$ cat config.mk
export PLATFORM = sky130hd
export DESIGN_NAME = ddr3_addr_cmd_delay_ctrl_flat
export DESIGN_NICKNAME = d
export VERILOG_FILES = /design/src/rtl/ddr3_addr_cmd_delay_ctrl_if.sv /design/src/rtl/ddr3_addr_cmd_delay_ctrl.sv /design/src/flat_wrapper.sv
export SDC_FILE = /design/constraint.sdc
export NUM_CORES = 1
export LEC_CHECK = 0
export CAP_MARGIN = 30
export CORE_MARGIN = 1
export CORE_UTILIZATION = 51
export DETAILED_ROUTE_END_ITERATION = 6
export PLACE_DENSITY = 0.87
export SYNTH_ARGS = -nofsm -noshare
export SYNTH_HDL_FRONTEND = slang
export SYNTH_SLANG_ARGS = --single-unit
$ cat constraint.sdc
create_clock -name FAB_CLK -period 3 [get_ports FAB_CLK]
set_clock_uncertainty 0.1 [all_clocks]
set_input_delay 0.6 -clock FAB_CLK [delete_from_list [all_inputs] [get_ports FAB_CLK]]
set_output_delay 0.6 -clock FAB_CLK [all_outputs]
set_load 0.05 [all_outputs]
$ cat src/rtl/ddr3_addr_cmd_delay_ctrl_if.sv
// Request/response bundle between the training logic (master) and the
// delay-line controller (slave).
// Handshake: a request transfers on the clock edge where REQ_VALID and REQ_READY
// are both high; REQ_OP/REQ_COUNT must be stable while REQ_VALID is high.
// DONE/ERR are single-cycle pulses with no back-pressure.
interface ddr3_addr_cmd_delay_ctrl_if;
  logic       REQ_VALID;
  logic       REQ_READY;
  logic [1:0] REQ_OP;
  logic [7:0] REQ_COUNT;
  logic       DONE;
  logic       ERR;

  modport master (
    output REQ_VALID, REQ_OP, REQ_COUNT,
    input  REQ_READY, DONE, ERR
  );

  modport slave (
    input  REQ_VALID, REQ_OP, REQ_COUNT,
    output REQ_READY, DONE, ERR
  );
endinterface

$ cat src/rtl/ddr3_addr_cmd_delay_ctrl.sv
// Sequences load/inc/dec requests into paced DELAY_LINE_* strobes, bracketed by
// HS_IO_CLK_PAUSE, and tracks the resulting TX tap setting.
module ddr3_addr_cmd_delay_ctrl #(
  parameter int         MOVE_GAP    = 4,
  parameter int         PAUSE_SETUP = 2,
  parameter int         PAUSE_HOLD  = 2,
  parameter logic [7:0] LOAD_VAL    = 8'd1
) (
  input  logic                         FAB_CLK,
  input  logic                         ARST_N,
  ddr3_addr_cmd_delay_ctrl_if.slave    req,
  output logic [7:0]                   TAP_COUNT,
  output logic                         DELAY_LINE_SEL,
  output logic                         DELAY_LINE_LOAD,
  output logic                         DELAY_LINE_DIRECTION,
  output logic                         DELAY_LINE_MOVE,
  output logic                         HS_IO_CLK_PAUSE,
  input  logic                         TX_DELAY_LINE_OUT_OF_RANGE,
  output logic [2:0]                   state_dbg
);

  typedef enum logic [2:0] {
    IDLE      = 3'd0,
    PAUSE_ON  = 3'd1,
    STROBE    = 3'd2,
    GAP       = 3'd3,
    PAUSE_OFF = 3'd4,
    RESP      = 3'd5
  } state_t;

  localparam logic [1:0] OP_LOAD = 2'b00;
  localparam logic [1:0] OP_INC  = 2'b01;
  localparam logic [1:0] OP_DEC  = 2'b10;
  localparam logic [1:0] OP_RSV  = 2'b11;

  state_t     state_q, state_d;
  logic [3:0] cnt_q, cnt_d;
  logic [7:0] moves_q, moves_d;
  logic [1:0] op_q, op_d;
  logic       err_q, err_d;
  logic [7:0] tap_q, tap_d;
  logic       sel_q, sel_d;
  logic       load_q, load_d;
  logic       dir_q, dir_d;
  logic       move_q, move_d;
  logic       pause_q, pause_d;
  logic       done_q, done_d;
  logic       errp_q, errp_d;
  logic       launch;
  logic       sat;
  logic       active;

  assign sat = ((op_q == OP_INC) && (tap_q == 8'hFF)) ||
               ((op_q == OP_DEC) && (tap_q == 8'h00));

  always_comb begin
    state_d = state_q;
    cnt_d   = cnt_q;
    moves_d = moves_q;
    op_d    = op_q;
    err_d   = err_q;
    tap_d   = tap_q;
    launch  = 1'b0;

    case (state_q)
      IDLE: begin
        if (req.REQ_VALID) begin
          op_d = req.REQ_OP;
          if (req.REQ_OP == OP_RSV) begin
            state_d = RESP;
            err_d   = 1'b1;
          end else if ((req.REQ_OP != OP_LOAD) && (req.REQ_COUNT == 8'd0)) begin
            state_d = RESP;
            err_d   = 1'b0;
          end else begin
            state_d = PAUSE_ON;
            cnt_d   = 4'(PAUSE_SETUP - 1);
            err_d   = 1'b0;
            moves_d = (req.REQ_OP == OP_LOAD) ? 8'd1 : req.REQ_COUNT;
          end
        end
      end
      PAUSE_ON: begin
        if (cnt_q == 4'd0) launch = 1'b1;
        else               cnt_d  = cnt_q - 4'd1;
      end
      STROBE: begin
        state_d = GAP;
        cnt_d   = 4'(MOVE_GAP - 1);
      end
      GAP: begin
        // Out-of-range seen on any gap cycle (including the last) stops further moves.
        err_d = err_q | TX_DELAY_LINE_OUT_OF_RANGE;
        if (cnt_q == 4'd0) launch = 1'b1;
        else               cnt_d  = cnt_q - 4'd1;
      end
      PAUSE_OFF: begin
        if (cnt_q == 4'd0) state_d = RESP;
        else               cnt_d   = cnt_q - 4'd1;
      end
      RESP:    state_d = IDLE;
      default: state_d = IDLE;
    endcase

    // Decide the next strobe; saturation is checked against the tap already moved.
    if (launch) begin
      if ((moves_q == 8'd0) || err_d) begin
        state_d = PAUSE_OFF;
        cnt_d   = 4'(PAUSE_HOLD - 1);
      end else if (sat) begin
        err_d   = 1'b1;
        state_d = PAUSE_OFF;
        cnt_d   = 4'(PAUSE_HOLD - 1);
      end else begin
        state_d = STROBE;
        moves_d = moves_q - 8'd1;
        case (op_q)
          OP_LOAD: tap_d = LOAD_VAL;
          OP_INC:  tap_d = tap_q + 8'd1;
          OP_DEC:  tap_d = tap_q - 8'd1;
          default: tap_d = tap_q;
        endcase
      end
    end
  end

  // Outputs are registered from the next state so they line up with the state.
  always_comb begin
    active  = (state_d == PAUSE_ON) || (state_d == STROBE) ||
              (state_d == GAP)      || (state_d == PAUSE_OFF);
    pause_d = active;
    dir_d   = active && (op_d == OP_INC);
    sel_d   = (state_d == STROBE);
    load_d  = (state_d == STROBE) && (op_d == OP_LOAD);
    move_d  = (state_d == STROBE) && (op_d != OP_LOAD);
    done_d  = (state_d == RESP);
    errp_d  = (state_d == RESP) && err_d;
  end

  always_ff @(posedge FAB_CLK or negedge ARST_N) begin
    if (!ARST_N) begin
      state_q <= IDLE;
      cnt_q   <= 4'd0;
      moves_q <= 8'd0;
      op_q    <= OP_LOAD;
      err_q   <= 1'b0;
      tap_q   <= LOAD_VAL;
      sel_q   <= 1'b0;
      load_q  <= 1'b0;
      dir_q   <= 1'b0;
      move_q  <= 1'b0;
      pause_q <= 1'b0;
      done_q  <= 1'b0;
      errp_q  <= 1'b0;
    end else begin
      state_q <= state_d;
      cnt_q   <= cnt_d;
      moves_q <= moves_d;
      op_q    <= op_d;
      err_q   <= err_d;
      tap_q   <= tap_d;
      sel_q   <= sel_d;
      load_q  <= load_d;
      dir_q   <= dir_d;
      move_q  <= move_d;
      pause_q <= pause_d;
      done_q  <= done_d;
      errp_q  <= errp_d;
    end
  end

  assign req.REQ_READY        = (state_q == IDLE);
  assign req.DONE             = done_q;
  assign req.ERR              = errp_q;
  assign TAP_COUNT            = tap_q;
  assign DELAY_LINE_SEL       = sel_q;
  assign DELAY_LINE_LOAD      = load_q;
  assign DELAY_LINE_DIRECTION = dir_q;
  assign DELAY_LINE_MOVE      = move_q;
  assign HS_IO_CLK_PAUSE      = pause_q;
  assign state_dbg            = state_q;

endmodule
$ cat src/flat_wrapper.sv
// flat-port wrapper written by rule: the top's interface ports become plain ports
module ddr3_addr_cmd_delay_ctrl_flat 
#(
  parameter int         MOVE_GAP    = 4,
  parameter int         PAUSE_SETUP = 2,
  parameter int         PAUSE_HOLD  = 2,
  parameter logic [7:0] LOAD_VAL    = 8'd1
)
  (FAB_CLK, ARST_N, TAP_COUNT, DELAY_LINE_SEL, DELAY_LINE_LOAD, DELAY_LINE_DIRECTION, DELAY_LINE_MOVE, HS_IO_CLK_PAUSE, TX_DELAY_LINE_OUT_OF_RANGE, state_dbg, req_REQ_VALID, req_REQ_OP, req_REQ_COUNT, req_REQ_READY, req_DONE, req_ERR);
  ddr3_addr_cmd_delay_ctrl_if req_i ();
  input  logic FAB_CLK;
  input  logic ARST_N;
  output logic [7:0] TAP_COUNT;
  output logic DELAY_LINE_SEL;
  output logic DELAY_LINE_LOAD;
  output logic DELAY_LINE_DIRECTION;
  output logic DELAY_LINE_MOVE;
  output logic HS_IO_CLK_PAUSE;
  input  logic TX_DELAY_LINE_OUT_OF_RANGE;
  output logic [2:0] state_dbg;
  input wire logic [$bits(req_i.REQ_VALID)-1:0] req_REQ_VALID;
  input wire logic [$bits(req_i.REQ_OP)-1:0] req_REQ_OP;
  input wire logic [$bits(req_i.REQ_COUNT)-1:0] req_REQ_COUNT;
  output wire logic [$bits(req_i.REQ_READY)-1:0] req_REQ_READY;
  output wire logic [$bits(req_i.DONE)-1:0] req_DONE;
  output wire logic [$bits(req_i.ERR)-1:0] req_ERR;
  assign req_i.REQ_VALID = req_REQ_VALID;
  assign req_i.REQ_OP = req_REQ_OP;
  assign req_i.REQ_COUNT = req_REQ_COUNT;
  assign req_REQ_READY = req_i.REQ_READY;
  assign req_DONE = req_i.DONE;
  assign req_ERR = req_i.ERR;
  ddr3_addr_cmd_delay_ctrl #(.MOVE_GAP(MOVE_GAP), .PAUSE_SETUP(PAUSE_SETUP), .PAUSE_HOLD(PAUSE_HOLD), .LOAD_VAL(LOAD_VAL)) u_core (.FAB_CLK(FAB_CLK), .ARST_N(ARST_N), .req(req_i), .TAP_COUNT(TAP_COUNT), .DELAY_LINE_SEL(DELAY_LINE_SEL), .DELAY_LINE_LOAD(DELAY_LINE_LOAD), .DELAY_LINE_DIRECTION(DELAY_LINE_DIRECTION), .DELAY_LINE_MOVE(DELAY_LINE_MOVE), .HS_IO_CLK_PAUSE(HS_IO_CLK_PAUSE), .TX_DELAY_LINE_OUT_OF_RANGE(TX_DELAY_LINE_OUT_OF_RANGE), .state_dbg(state_dbg));
endmodule
==> reports/results.txt <==
slowest stage delay, CP - 0.48 ns
Final Hold Vio Count - 0
Hold/Removal Path Class - register to register
# IOs - 33
Routed WL - 5050 um
vias in the first global route - 1727
final instance area - 2710 um^2
Slew @ Worst Pin - 0.573 ns
n_diodes - 0
CP Cell Sequence - inv_1, ha_1, or3b_2, or3_1, o21ai_1, or3_4, inv_2, buf_4, a32o_1, a211oi_1
Comb power frac - 58.7%
most frequent cells after synthesis - dfrtp_1 (32), nor2_1 (19), a21oi_1 (18), nand2_1 (16), inv_1 (15)
CTS tree - built
Post-Synthesis Mean Instance Area - 9.29 um^2
via count - 1896
drt pass-1 iters - 4
Seq/Total Area, Yosys - 37.9%
GRT Overall Usage - 23.6%
share of cells above drive strength 1 - 14.9%
largest net degree at the start of global routing - 34
Post-Syn Area - 2180 um^2
Core Footprint - 4060 um^2
critical path data required time - 3.10 ns
Max Slew Vio Count - 0
Overall Power - 3.08 mW
Yosys reg bits - 33
Synth area leader - dfrtp_1
TritonCTS Buffers - 5
chip height - 67.4 um
CTS root buffer - clkbuf_8
Post-DP Area - 2580 um^2
Most used DFF post-synth - dfrtp_1
Clock Latency Late Sink - 0.29 ns
wire per inst - 15.5 um
# setup viols final - 0
total grt overflow - 0
count leader, synth - dfrtp_1
asr flop ratio synth - 100%
Clock Power Share - 14.0%
Worst Setup Start Kind - register
final worst path period need - 2.87 ns
CP bufs+invs - 3
clock sink count - 33
syn nets - 261
VDD IR max - 0.510 mV
Routed Antenna Nets - 0
FF-to-FF setup slack - 0.13 ns
first-pass GRT wire length - 7840 um
PortBufs - 32
top cell type's share of synthesized area - 36.7%
Static Leak - 1.18 nW
Clock Pin Slew Worst Setup and Hold Paths - 0.06 ns
max-cap viol count - 0
count of different cell masters after synthesis - 62
clk buf depth - 2
P per Cell Area - 1140 nW/um^2
Layout Nets - 301
1st-iter DRT viols - 125
number of synthesized flops with an enable pin - 0
switching share of power - 46.9%
critical path's slowest cell - or3b_2
initial antenna violation count - 0
cell family with most CP delay - simple AND/OR/NAND/NOR gates
Synth area leaders - dfrtp_1 (37%), ha_1 (6.3%), a21oi_1 (4.1%)
status - finished clean
Sequential Power Share - 27.4%
Worst Path Max Fanout - 10
post-DR vias/cell - 5.82
Mapped Cells - 235
Area Growth Syn to Fin - 24.1%
Initial Util - 53.8%
Max-slew headroom - 61.4%
final critical-path share of the clock period - 95.7%
Layout fillers - 302
Setup CP Type - register to register
P_sw - 1.44 mW
hpwl dp - 3630 um
postcts setup bufs - 0
DRC Markers - 0
FMAX - 348 MHz
CP arrival - 2.97 ns
RSZ-0062 raised after global routing - no
row cnt - 23
Int Power - 1.63 mW
routability cong. - 0.815
die area - 4540 um^2
CP Capture Type - register
Synth Warn # - 0
width of the die - 67.4 um
number of H-tree levels - 2
## registers in the layout, indices dropped and copies added (netlist names), 2 cells and up
| signal | cells |
|---|---|
| u_core.op_q | 2 |
| u_core.moves_q | 8 |
| u_core.TAP_COUNT | 8 |
| u_core.state_dbg | 3 |
| u_core.cnt_q | 4 |
## power groups by stage
stage               logic [mW]  registers, mW  clock network, mW
floorplan                 1.08           1.07                  0
global placement          1.71          0.835                  0
detailed placement        1.77          0.845                  0
CTS                       1.79          0.839              0.438
global route              1.95          0.873              0.464
finish                    1.80          0.842              0.429
## what timing repair did
item,in CTS,in global routing
hold buffers,0,0
gates resized for setup,0,1
setup endpoints to repair,0,2
## layout make-up
class,count,area [um^2],share of cell area (%)
multi-input combinational,174,1220,45.1
sequential,33,827,30.5
timing repair buffer,45,418,15.4
clock buffer,6,82.6,3.05
tap,50,62.6,2.31
inverter,16,60.1,2.22
clock inverter,2,37.5,1.39
## placed cells by master, fill, tap and decap left out, types with 3 or more instances in the layout
cell type,netlist,final
nor4_1,7,7
inv_1,15,15
nor2_1,19,19
nand2_1,16,16
o21ai_0,12,12
dfrtp_1,32,32
clkbuf_8,0,6
clkdlybuf4s50_1,0,32
o21a_1,3,3
a21o_1,3,3
xor2_1,4,4
nor3_1,12,11
a21oi_1,18,18
and2_1,3,3
a31oi_1,3,3
ha_1,11,11
buf_4,0,13
nand3_1,3,3
o31ai_2,4,4
xnor2_1,3,3
## through the flow
stage	util, %	std cells	hold slack [ns]	setup WS [ns]	TNS, ns
final	66.7	326	0.430	0.130	0
after global routing	66.7	326	0.477	0.00208	0
after CTS	66.6	326	0.428	0.157	0
after detailed placement	63.6	318	0.417	-0.0565	-0.174
after global placement	63.6	318	0.411	-0.0167	-0.0167
after floorplan	-	235	0.204	0.131	0
## cell families after synthesis
group	count (synthesis)	share of synthesized area (%)
xor gates and xnor gates	7	2.81
AOI/OAI and AO/OA	69	23.0
DFF	33	37.9
adders and majority gates	14	8.14
and+or+nand+nor	81	19.8
muxes	3	1.66
buffers and inverters	28	6.65
## routing by layer
layer,part of all wire [%],GRT usage (%)
met5,0,0
met2,48,38.5
met4,3.1,12.2
met1,46,30.1
met3,3.0,3.72
## path summary, 6_finish.rpt
path / from / end / cells past startpoint
hold / removal: u_core.moves_q[0] / u_core.moves_q[0] / 1
max in group asynchronous: ARST_N / u_core.TAP_COUNT[0] / 2
hold reg to reg: u_core.moves_q[0] / u_core.moves_q[0] / 1
setup reg to reg: u_core.moves_q[0] / u_core.moves_q[2] / 10
min in group asynchronous: ARST_N / u_core.DELAY_LINE_SEL / 2
setup / recovery: u_core.moves_q[0] / u_core.moves_q[2] / 10
Note: power is estimated with default switching activity, not from simulation.
==> edit, RTL diff (config.mk and constraints unchanged) <==
Reset style: synchronous (`ARST_N`), changed in one clocked block.
--- a/src/rtl/ddr3_addr_cmd_delay_ctrl.sv
+++ b/src/rtl/ddr3_addr_cmd_delay_ctrl.sv
@@ -137,7 +137,7 @@
     errp_d  = (state_d == RESP) && err_d;
   end
 
-  always_ff @(posedge FAB_CLK or negedge ARST_N) begin
+  always_ff @(posedge FAB_CLK) begin
     if (!ARST_N) begin
       state_q <= IDLE;
       cnt_q   <= 4'd0;
Function: differs if ARST_N is asserted again (counterexample within 4 cycles, from zero or initial values and one cycle with ARST_N low); with ARST_N held inactive, the same outputs for 10 cycles.
==> edit against the unedited design <==
- non-clock buffer count down 9
- via count up 7.6%
- maximum frequency up 6.5%
- cell count up 4.9%
- critical path depth down 1
- sequential cell count unchanged
- cell area down 3.1%
- sequential share of layout area down 5.4 points
- worst setup slack better by 0.18 ns
- wire length up 0.77%
- global-route usage up 1.8 points
- synthesized area down 2.7%
- total power down 22%
- critical path type unchanged
- largest power group unchanged
==> edit: results <==
{
  "grt_max_degree": 20,
  "rrSetupSlack_ns": 0.31,
  "clkTransAtPathRegs_ns": 0.08,
  "drive_above_1_share": 0.0788,
  "outcome": "complete, no violations",
  "r2r_cells": 9,
  "cp-endpoint": "u_core.TAP_COUNT[7]$_SDFFE_PN0P_",
  "peakVddDrop_v": 0.000412,
  "drtIter0Drc": 230,
  "hold_path_end": "u_core.cnt_q[1]$_SDFF_PN0_",
  "wire_per_inst_um": 14.9,
  "min_path_cells": 2,
  "fin_nets": 317,
  "grt_pass1_vias": 1877,
  "critPathLaunch": "u_core.op_q[0]$_SDFF_PN0_",
  "cp_max_fo": 9,
  "fmax_mhz": 371,
  "grtUsageTotal": 0.254,
  "async_flop_share": 0,
  "synth.top_cells.by_area": "dfxtp_1, ha_1, nor2_1",
  "synth_nets": 283,
  "grt_pass1_wl_um": 8480,
  "num_antenna_cells": 0,
  "hold_start": "u_core.cnt_q[1]$_SDFF_PN0_",
  "leakage_uw": 0.000951,
  "n_fill_cell": 328,
  "synthTopCellsByCount": "dfxtp_1, nor2_1, a21oi_1, inv_1, nand2_1"
}
==> edit: cell count changes after synthesis, moves of 4 or more <==
cell     delta
a31oi_1     +7
and3_1      +4
buf_6       -5
dfrtp_1    -32
dfxtp_1    +33
mux2i_1     +5
nand3_1     +7
nor2_1      +8
nor3b_1     +4
o21ai_0     -5
o31ai_2     -4
==> edit: through the flow <==
| step | total power [uW] | hold slack [ns] | cell area [um2] | instances |
|---|---|---|---|---|
| 6_report | 2410 | 0.434 | 2620 | 342 |
| 3_3_place_gp | 1940 | 0.400 | 2490 | 333 |
| 5_1_grt | 2600 | 0.473 | 2620 | 342 |
| 4_1_cts | 2410 | 0.440 | 2610 | 342 |
| 2_1_floorplan | 1670 | 0.383 | 2130 | 257 |
| 3_5_place_dp | 1980 | 0.429 | 2500 | 334 |
==> edit: area by class of cell <==
| cell class | instances | area [um2] | area share |
|---|---|---|---|
| sequential | 33 | 661 | 0.252 |
| clock buffer | 5 | 68.8 | 0.0262 |
| inverter | 16 | 60.1 | 0.0229 |
| tap | 50 | 62.6 | 0.0238 |
| clock inverter | 3 | 46.3 | 0.0176 |
| timing repair buffer | 36 | 348 | 0.133 |
| multi-input combinational | 199 | 1380 | 0.525 |
==> edit: logic make-up (layout without fill, tap and decap cells) <==
family | Yosys count | count (layout) | synth area share
and+or+nand+nor | 114 | 114 | 0.313
AOI/OAI and AO/OA | 60 | 60 | 0.196
DFF | 33 | 33 | 0.311
buffers and inverters | 25 | 60 | 0.0477
xor gates and xnor gates | 6 | 6 | 0.0247
muxes | 7 | 7 | 0.0336
adders and majority gates | 12 | 12 | 0.0742
==> edit: critical path, stage by stage (launching register included) <==
cell	delay, ns
dfxtp_1	0.39
inv_1	0.08
ha_2	0.27
ha_1	0.36
nand2_1	0.12
o221ai_1	0.18
o41ai_2	0.28
xor2_1	0.13
or4b_1	0.51
a31oi_1	0.18
==> edit: layer usage <==
metal  GRT usage  vias to the layer above  part of all wire
li1            -                     1019                 -
met1       0.323                      950              0.45
met2       0.409                       60              0.47
met3      0.0531                       11             0.056
met4       0.114                        0             0.016
met5           0                        -                 0
==> edit: where the power goes <==
group / internal (uW) / switching [uW] / total (uW) / leakage, uW
logic: 510 / 779 / 1290 / 0.000628
registers: 548 / 146 / 694 / 0.000269
clock network: 248 / 181 / 430 / 0.0000543
total: 1310 / 1110 / 2410 / 0.000951
